### config.mk
export PLATFORM = sky130hd
export DESIGN_NAME = bitvec_index_encoder
export DESIGN_NICKNAME = d
export VERILOG_FILES = /design/src/rtl/bitvec_index_encoder.sv
export SDC_FILE = /design/constraint.sdc
export NUM_CORES = 1
export LEC_CHECK = 0
export BUFFER_PORTS_ARGS = -buffer_cell sky130_fd_sc_hd__buf_2
export CORE_MARGIN = 5
export CORE_UTILIZATION = 49
export CTS_CLUSTER_SIZE = 30
export DETAILED_ROUTE_END_ITERATION = 10
export GPL_ROUTABILITY_DRIVEN = 0
export GPL_TIMING_DRIVEN = 0
export PLACE_DENSITY = 0.76
export SYNTH_ARGS = -nofsm -noshare
export SYNTH_HDL_FRONTEND = slang
export SYNTH_SLANG_ARGS = --single-unit
### constraint.sdc
create_clock -name clk -period 2.25 [get_ports clk]
set_input_delay 0.1125 -clock clk [delete_from_list [all_inputs] [get_ports clk]]
set_output_delay 0.1125 -clock clk [all_outputs]
set_load 0.03 [all_outputs]
### src/rtl/bitvec_index_encoder.sv
// Bit-vector to index-stream encoder: latches a request vector and
// emits one binary index per set bit over a valid/ready stream.
module bitvec_index_encoder #(
   parameter int WIDTH     = 8,
   parameter int IDX_W     = 3,
   parameter bit LSB_FIRST = 1'b1
) (
   input  logic             clk,
   input  logic             rst,
   input  logic             in_valid,
   output logic             in_ready,
   input  logic [WIDTH-1:0] in_vec,
   output logic             out_valid,
   input  logic             out_ready,
   output logic [IDX_W-1:0] out_idx,
   output logic             out_last,
   output logic             zero_vec
);

   typedef enum logic {
      IDLE = 1'b0,
      SCAN = 1'b1
   } state_e;

   localparam logic [WIDTH-1:0] ONE = {{(WIDTH-1){1'b0}}, 1'b1};

   state_e           state_q, state_d;
   logic [WIDTH-1:0] pend_q, pend_d;
   logic             zero_q, zero_d;

   logic [IDX_W-1:0] sel_idx;
   logic [WIDTH-1:0] sel_oh;
   logic             single;
   logic             fire;
   logic             accept;

   // Priority-select the next bit to emit from the pending set
   always_comb begin
      sel_idx = '0;
      if (LSB_FIRST) begin
         for (int i = WIDTH - 1; i >= 0; i--) begin
            if (pend_q[i]) sel_idx = IDX_W'(i);
         end
      end else begin
         for (int i = 0; i < WIDTH; i++) begin
            if (pend_q[i]) sel_idx = IDX_W'(i);
         end
      end
   end

   assign sel_oh = ONE << sel_idx;
   assign single = (pend_q != '0) && ((pend_q & (pend_q - ONE)) == '0);

   assign out_valid = (state_q == SCAN);
   assign out_idx   = out_valid ? sel_idx : '0;
   assign out_last  = out_valid & single;
   assign zero_vec  = zero_q;

   assign fire     = out_valid & out_ready;
   assign in_ready = (state_q == IDLE) | (fire & out_last);
   assign accept   = in_valid & in_ready;

   // Next-state: retire emitted bit, then load a newly accepted vector
   always_comb begin
      state_d = state_q;
      pend_d  = pend_q;
      zero_d  = 1'b0;
      if (fire) begin
         pend_d = pend_q & ~sel_oh;
         if (out_last) state_d = IDLE;
      end
      if (accept) begin
         if (in_vec != '0) begin
            pend_d  = in_vec;
            state_d = SCAN;
         end else begin
            pend_d  = '0;
            state_d = IDLE;
            zero_d  = 1'b1;
         end
      end
   end

   // State, pending-bit and zero-pulse registers
   always_ff @(posedge clk) begin
      if (rst) begin
         state_q <= IDLE;
         pend_q  <= '0;
         zero_q  <= 1'b0;
      end else begin
         state_q <= state_d;
         pend_q  <= pend_d;
         zero_q  <= zero_d;
      end
   end

endmodule

==> impl_metrics.tcl, run 1 <==
set metrics [dict create \
    status "completed" \
    htree_levels 1 \
    dp_hpwl_um 1190 \
    syn2layout_area_growth_pct 21.6 \
    nFillCells 111 \
    synth_seq_area_share_pct 29.7 \
    slew-limit-headroom_pct 72.8 \
    required_ns 2.14 \
    multi_input_area_sq_um 447 \
    ir_worst_vdd_uv 489 \
    first_pass_iters 4 \
    drcViolationCount 0 \
    worst_setup_path_start_kind "flop" \
    grt_max_degree 11 \
    portBuffers 18 \
    yosysTopAreaCell "dfxtp_1" \
    dieHeight_um 47.1 \
    insertedDiodeCount 0 \
    ant_nets 0 \
    cts_hold_buffers 0 \
    p_leak_nw 0.360 \
    layout.nets 117 \
    seq_area_sq_um 200 \
    pin_count 19 \
    die_w_um 47.1 \
    synth_top_area_share_pct 29.7 \
    cts.sinks 10 \
    cts_root_buf "clkbuf_4" \
    grt_pass1_vias 562 \
    slew_viol_final 0 \
    coreArea_sq_um 1300 \
    synth_seq_cells 10 \
    yosysWarnings 0 \
    tightest_slew_ns 0.408 \
    max-cap-violations 0 \
    timing.final.crit_share_pct 86.7 \
    power_density_nw_per_um2 643 \
    numCtsBuffers 3 \
    dieArea_sq_um 2220 \
    postLayoutCellArea_sq_um 818 \
    finalCriticalPeriod_ns 1.95 \
    grt_use_total_pct 15.6 \
    avgSynthCellArea_sq_um 8.21 \
    grt_pass1_wl_um 2480 \
    synth.distinct_cells 29 \
    hold_violations 0 \
    netlist_area_sq_um 673 \
    rows 13 \
    drive_gt1_share_pct 27.9 \
    synth_nets 94 \
    grt.overflow.total 0 \
    finalSetupTns_ns 0 \
    place_area_sq_um 782 \
    synthesis.instances 82 \
    cts_setup_buffers 0 \
    tritoncts "yes" \
    rsz0062_at_grt "false" \
    setup_viol 0 \
    post_cts_resized 0 \
    cts.path.max_buffers 2 \
    fmax_ghz 0.513 \
    vias_per_cell 5.64 \
    wl_per_cell_um 13.0 \
    initial_core_util_pct 51.7 \
    worstSetupPathType "flop to primary output" \
    drt-total-wl_um 1550 \
    path_clk_slew_ns 0.07 \
    clk_latency_ns 0.27 \
    dr.first_iter.drc_count 19 \
    cp-end-kind "primary output" \
    vias 671 \
    fin_worst_skew_ns 0.00115 \
    cp_max_fo 7 \
    synth_area_leaders "dfxtp_1 (30%), mux2i_1 (10%), nand2_1 (6.7%)" \
    grt_antenna_before_repair 0 \
    hold_class "input pin to flop" \
    cp.arrival_ns 1.84 \
]
-- cell type report --
cell class / instances / share of cell area [%]
plain buffers: 3 / 1.83
clock buffers: 4 / 4.43
inverters: 3 / 1.38
multi-input cells: 66 / 54.6
flip-flops and latches: 10 / 24.5
well taps: 15 / 2.29
repair buffers: 18 / 11.0
-- sequential cells by signal (all words and copies together), names as in the netlist --
name and cells:
pend_q 8, out_valid 1, zero_vec 1
-- cells in the final DEF, fill, tap and decap left out, types with 2 or more instances in the layout --
master,synthesis,layout
o211ai_1,4,4
clkbuf_1,2,2
nand2_1,12,12
o21ai_0,3,3
a21oi_1,5,5
buf_2,0,18
nor4_1,2,2
clkbuf_4,0,3
nor3_1,2,2
nand3_1,5,5
a31oi_4,2,2
nor2b_1,3,3
inv_1,3,3
dfxtp_1,10,10
nor2_1,7,7
mux2i_1,7,7
-- final timing paths --
| path | to | from | cells past startpoint | slack (ns) |
|---|---|---|---|---|
| max | in_ready | pend_q[0]$_SDFFE_PP0P_ | 5 | 0.30 |
| max reg2reg | pend_q[4]$_SDFFE_PP0P_ | pend_q[0]$_SDFFE_PP0P_ | 5 | 0.43 |
| min | pend_q[0]$_SDFFE_PP0P_ | rst | 2 | 0.09 |
| min reg2reg | pend_q[7]$_SDFFE_PP0P_ | pend_q[7]$_SDFFE_PP0P_ | 2 | 0.53 |
-- power breakdown --
group          internal, mW  switching, mW
clock network        0.0984         0.0655
logic                0.0618         0.0970
registers             0.189         0.0147
-- synth_stat cells, drive strengths merged --
| cell type | instances |
|---|---|
| nor3b | 1 |
| a21bo | 1 |
| inv | 3 |
| o21bai | 1 |
| buf | 1 |
| o31ai | 2 |
| clkbuf | 2 |
| nand3b | 1 |
| nand2 | 12 |
| o311ai | 1 |
| nand4 | 1 |
| o211ai | 4 |
| a21oi | 5 |
| a31oi | 3 |
| nor4 | 3 |
| or2 | 1 |
| nand3 | 5 |
| or3 | 1 |
| nor2b | 3 |
| nand2b | 1 |
| nor2 | 7 |
| o21ai | 3 |
| nor3 | 2 |
| dfxtp | 10 |
| mux2i | 7 |
| o2111ai | 1 |
-- metal layers --
metal / global-route usage [%] / wire length [um] / vias to the layer above
met1: 21.8 / 777 / 303
met3: 3.45 / 76 / 3
met5: 0 / 0 / -
met2: 23.0 / 673 / 15
met4: 6.63 / 19 / 0
li1: - / - / 350
-- metrics by stage --
| stage | cells | util [%] | setup slack (ns) | hold WS (ns) | total power, mW |
|---|---|---|---|---|---|
| after floorplan | 82 | - | 0.347 | 0.182 | 0.321 |
| after global routing | 119 | 62.9 | 0.170 | 0.0946 | 0.554 |
| after CTS | 119 | 62.9 | 0.289 | 0.0804 | 0.530 |
| after detailed placement | 115 | 60.1 | 0.440 | 0.372 | 0.366 |
| after global placement | 115 | 60.1 | 0.490 | 0.370 | 0.362 |
| final | 119 | 62.9 | 0.299 | 0.0891 | 0.527 |
-- worst max-delay path, stage by stage (launching register included) --
cell	delay [ns]
dfxtp_1	0.39
nor4_4	0.37
nand3_1	0.18
a31oi_4	0.28
a21bo_1	0.16
buf_2	0.19
-- cell families after synthesis --
logic type      after synthesis  synth area share [%]
buf+inv                       6                  3.90
mux                           7                  10.4
flops                        10                  29.7
compound gates               21                  25.8
simple gates                 38                  30.1
Power figures use the tool's default switching activity.
==> run 2: changes to the inputs <==
BUFFER_PORTS_ARGS = default   (was -buffer_cell sky130_fd_sc_hd__buf_2)
CORE_UTILIZATION = 50   (was 49)
DONT_BUFFER_PORTS = 1   (was default)
PLACE_DENSITY = default   (was 0.76)
==> run 2 against run 1 <==
Against the previous run:
- flip-flop and latch count is the same
- via count shrank 0.30%
- die area shrank 1.6%
- count of clock-buffer cells in the layout is the same
- sequential power is essentially flat
- critical endpoint unchanged
- largest power group unchanged
- critical path depth shrank 1
- first-iteration DRC count shrank 37%
==> impl_metrics.tcl, run 2 (synthesis gave the netlist of run 1 again) <==
set metrics [dict create \
    setup_viol 0 \
    syn2layout_area_growth_pct 21.9 \
    status "completed" \
    p_leak_nw 0.321 \
    finalCriticalPeriod_ns 2.09 \
    grtUsageMet1_pct 24.7 \
    hold_class "input pin to flop" \
    timing.final.crit_share_pct 92.8 \
    fmax_ghz 0.479 \
    crit_path_top_delay_cell "a31oi_4" \
    grt_pass1_wl_um 2870 \
    hp-start "in_valid" \
    cp.arrival_ns 1.98 \
    numCtsBuffers 3 \
    cts_root_buf "clkbuf_4" \
    rsz0062_at_grt "false" \
    tightest_slew_ns 0.956 \
    drt-total-wl_um 1720 \
    finalSetupTns_ns 0 \
    grtUsageMet2_pct 29.7 \
    initial_core_util_pct 52.4 \
    cts.sinks 10 \
    dp_hpwl_um 1240 \
    final_common_cell "nand2_1" \
    path_buf_inv 0 \
    path_clk_slew_ns 0.07 \
    worstSetupPathType "flop to primary output" \
    hold_depth 2 \
    first_pass_iters 4 \
    cp-end-kind "primary output" \
    pin_count 19 \
    worst_setup_path_start_kind "flop" \
    place_ws_ns 0.108 \
    max-cap-violations 0 \
    slew-limit-headroom_pct 36.1 \
    layout.nets 108 \
    dieHeight_um 46.7 \
    rows 13 \
    r2r-start "pend_q[0]$_SDFFE_PP0P_" \
    grt.overflow.total 0 \
    tritoncts "yes" \
    slew_viol_final 0 \
    grt_use_total_pct 19.3 \
    r2r_slack_ns 0.30 \
    required_ns 2.14 \
    cp-startpoint "pend_q[0]$_SDFFE_PP0P_" \
    grt_max_degree 11 \
    cp_max_fo 7 \
    ant_nets 0 \
    htree_levels 1 \
    grt_pass1_vias 623 \
    cp_slowest_stage_delay_ns 0.43 \
    r2r_cells 5 \
    hold_violations 0 \
    coreArea_sq_um 1280 \
    wl_per_cell_um 15.6 \
    use_met3_pct 5.86 \
    final_cell_mix "nand2_1 (12), dlygate4sd3_1 (9), dfxtp_1 (9), nor2_1 (7), mux2i_1 (7)" \
    dieArea_sq_um 2180 \
    ir_worst_vdd_uv 341 \
    vias_per_cell 6.08 \
    largest_reg_flops 8 \
    place_inst 97 \
    largest_register "pend_q" \
    worstHoldEndpoint "pend_q[0]$_SDFFE_PP0P_" \
    drive_gt1_share_pct 14.7 \
    fin_ws_ns 0.162 \
    cts.path.max_buffers 2 \
    fin_worst_skew_ns 0.00345 \
    power_density_nw_per_um2 636 \
    worst_r2r_endpoint "pend_q[1]$_SDFFE_PP0P_" \
    clk_latency_ns 0.27 \
    vias 669 \
    cp_top_family "compound AO/OA/AOI/OAI gates" \
    busiest_layer "met2" \
    dr.first_iter.drc_count 12 \
    fin_cells 110 \
    insertedDiodeCount 0 \
    crit_path_cell_trace "nor4_4 > nand3_1 > a31oi_4 > a21bo_2" \
    grt_antenna_before_repair 0 \
    portBuffers 0 \
    drcViolationCount 0 \
    die_w_um 46.7 \
]
==> run 2: stage by stage <==
| step | instance area [sq um] | power (mW) | util (%) | hold WS [ns] |
|---|---|---|---|---|
| 2_1_floorplan | 673 | 0.321 | - | 0.182 |
| 3_3_place_gp | 692 | 0.340 | 53.8 | 0.185 |
| 3_5_place_dp | 692 | 0.343 | 53.8 | 0.190 |
| 4_1_cts | 820 | 0.522 | 63.8 | 0.0122 |
| 5_1_grt | 821 | 0.550 | 63.9 | 0.0239 |
| 6_report | 821 | 0.522 | 63.9 | 0.00848 |
==> run 2: area by class of cell <==
cell class / instances / area [sq um]
well taps: 15 / 18.8
inverters: 3 / 11.3
clock buffers: 4 / 36.3
flip-flops and latches: 10 / 201
fillers: 120 / 464
repair buffers: 9 / 90.1
multi-input cells: 66 / 447
plain buffers: 3 / 16.3
==> run 2: timing repair <==
action / CTS / global route
gates resized for setup: 1 / 2
endpoints found under the setup margin: 2 / 1
hold buffers: 9 / 0
endpoints found under the hold margin: 10 / 0
buffers inserted: 0 / 0
==> run 2: worst register-to-register path, delay by kind of cell, from the launching register on <==
kind	cells	cell delay (ns)
AO/OA/AOI/OAI	2	0.66
multiplexers	1	0.25
flip-flops	1	0.39
AND/OR/NAND/NOR	2	0.58
==> run 2: worst max path at each step <==
stage                                   to  slack (ns)  depth (start not counted)
floorplan           out_valid$_SDFFE_PP0P_        0.35                          5
global placement    out_valid$_SDFFE_PP0P_        0.11                          5
detailed placement  out_valid$_SDFFE_PP0P_        0.11                          5
CTS                               in_ready        0.08                          4
global route                      in_ready        0.04                          5
finish                            in_ready        0.16                          4
==> run 2: power by group <==
part	switching [mW]	internal [mW]	total [mW]	leakage, nW
registers	0.0178	0.190	0.207	0.0823
logic	0.0868	0.0600	0.147	0.218
clock network	0.0699	0.0984	0.168	0.0210
==> run 2: metal layers <==
metal | vias to the layer above | part of all wire (%)
met5 | - | 0
met4 | 0 | 0.58
met3 | 2 | 7.3
met2 | 29 | 48
met1 | 309 | 44
li1 | 329 | -
==> run 3: changes to the inputs <==
REMOVE_ABC_BUFFERS = 1   (was default)
==> run 3 against run 2 <==
Against the previous run:
- final area shrank 6.1%
- clock skew increased by 0.0015 ns
- flip-flop and latch count is the same
- total power decreased by 12%
- critical path depth stayed put
- clock power down 32%
- non-clock buffer count down 5
- utilization decreased by 3.9 points
- setup slack worse by 0.012 ns
- final cell count down 5.5%
- sequential share of layout area up 1.6 points
- worst hold slack got worse by 0.0027 ns
- critical path type unchanged
- largest cell class unchanged
- highest routed layer unchanged
==> impl_metrics.tcl, run 3 (synthesis gave the netlist of run 1 again) <==
set metrics [dict create \
    multi_input_area_sq_um 447 \
    dieArea_sq_um 2180 \
    pin_count 19 \
    power_density_nw_per_um2 597 \
    grt_pass1_wl_um 2510 \
    met3_length_um 126 \
    grt_max_degree 13 \
    syn2layout_area_growth_pct 14.5 \
    finalSetupTns_ns 0 \
    worst_setup_path_start_kind "flop" \
    timing.final.crit_share_pct 93.3 \
    drt-total-wl_um 1540 \
    grt.overflow.total 0 \
    numCtsBuffers 3 \
    grt_pass1_vias 570 \
    largest_reg_flops 8 \
    worstSetupPathType "flop to primary output" \
    vias_per_cell 6.12 \
    tritoncts "yes" \
    nFillCells 125 \
    top_layer "met4" \
    htree_levels 1 \
    max-cap-violations 0 \
    path_clk_slew_ns 0.06 \
    cts.sinks 10 \
    cp_slowest_stage_delay_ns 0.44 \
    drcViolationCount 0 \
    dr_wl_met2_um 698 \
    hold_violations 0 \
    fin_worst_skew_ns 0.00490 \
    ir_worst_vdd_uv 367 \
    initial_core_util_pct 52.4 \
    place_ws_ns 0.227 \
    cts_root_buf "clkbuf_4" \
    fin_ws_ns 0.150 \
    insertedDiodeCount 0 \
    wl_met1_um 700 \
    coreArea_sq_um 1280 \
    p_leak_nw 0.297 \
    holdWs_ns 0.00577 \
    fin_cells 104 \
    final_cell_mix "nand2_1 (12), dfxtp_1 (9), nor2_1 (7), mux2i_1 (7), dlygate4sd3_1 (7)" \
    tightest_slew_ns 0.971 \
    wl_per_cell_um 14.8 \
    required_ns 2.14 \
    grt_use_total_pct 16.3 \
    die_w_um 46.7 \
    drive_gt1_share_pct 11.2 \
    largest_register "pend_q" \
    portBuffers 0 \
    crit_path_top_delay_cell "a31oi_4" \
    finalCriticalPeriod_ns 2.10 \
    vias 636 \
    dp_hpwl_um 1140 \
    dieHeight_um 46.7 \
    crit_path_cell_trace "nor4_4 > nand3_1 > a31oi_4 > a21bo_1" \
    rsz0062_at_grt "false" \
    clk_latency_ns 0.25 \
    cp_max_fo 7 \
    cts.path.max_buffers 2 \
    grt_antenna_before_repair 0 \
    cts_setup_buffers 0 \
    slew_viol_final 0 \
    place_inst 94 \
    status "completed" \
    dr.first_iter.drc_count 11 \
    ant_nets 0 \
    rows 13 \
    final_common_cell "nand2_1" \
    p_total_mw 0.460 \
    cp-end-kind "primary output" \
    fmax_ghz 0.476 \
    first_pass_iters 4 \
    layout.nets 103 \
    cp.arrival_ns 1.99 \
    setup_viol 0 \
    seq_area_sq_um 201 \
    slew-limit-headroom_pct 35.1 \
    hold_class "input pin to flop" \
]
run 3: cell count changes in the layout (fill, tap and decap cells not counted), sizes merged:
| cell | before | now |
|---|---|---|
| clkbuf | 6 | 3 |
| dlygate4sd3 | 9 | 7 |
| buf | 1 | 0 |
run 3: per-stage QoR:
| stage | instance area (sq um) | util [%] |
|---|---|---|
| 2_1_floorplan | 658 | - |
| 3_3_place_gp | 677 | 52.7 |
| 3_5_place_dp | 677 | 52.7 |
| 4_1_cts | 769 | 59.9 |
| 5_1_grt | 771 | 60.0 |
| 6_report | 771 | 60.0 |
run 3: cell type report:
type | instances | area share, %
Clock buffer | 3 | 2.92
Inverter | 3 | 1.46
Multi-Input combinational cell | 66 | 58.0
Sequential cell | 10 | 26.1
Tap cell | 15 | 2.44
Timing Repair Buffer | 7 | 9.09
run 3: repair_timing:
action | in CTS | in global routing
hold buffers | 7 | 0
hold endpoints to repair | 9 | 0
endpoints found under the setup margin | 0 | 2
resized for setup | 0 | 1
run 3: path summary, 6_finish.rpt:
check,from,cells after the start,endpoint,slack [ns]
setup / recovery,pend_q[0]$_SDFFE_PP0P_,4,in_ready,0.15
hold / removal,in_valid,2,out_valid$_SDFFE_PP0P_,0.006
setup reg to reg,pend_q[0]$_SDFFE_PP0P_,5,out_valid$_SDFFE_PP0P_,0.27
hold reg to reg,pend_q[7]$_SDFFE_PP0P_,2,pend_q[7]$_SDFFE_PP0P_,0.53
run 3: layer usage:
layer,vias to the layer above,global-route usage [%]
met5,-,0
met4,0,4.97
met3,2,5.08
met2,22,25.3
met1,296,21.6
li1,316,-
run 3: power breakdown:
group          total, mW  leakage (nW)  switching, mW  internal, mW
Sequential         0.214        0.0823         0.0245         0.190
Combinational      0.131         0.201         0.0770        0.0542
Clock              0.115        0.0138         0.0533        0.0614
run 3: worst max-delay path: cells and delay by family (launching register included):
family             cells  cell delay, ns
DFF                    1            0.38
AOI/OAI and AO/OA      2            0.81
and+or+nand+nor        2            0.54
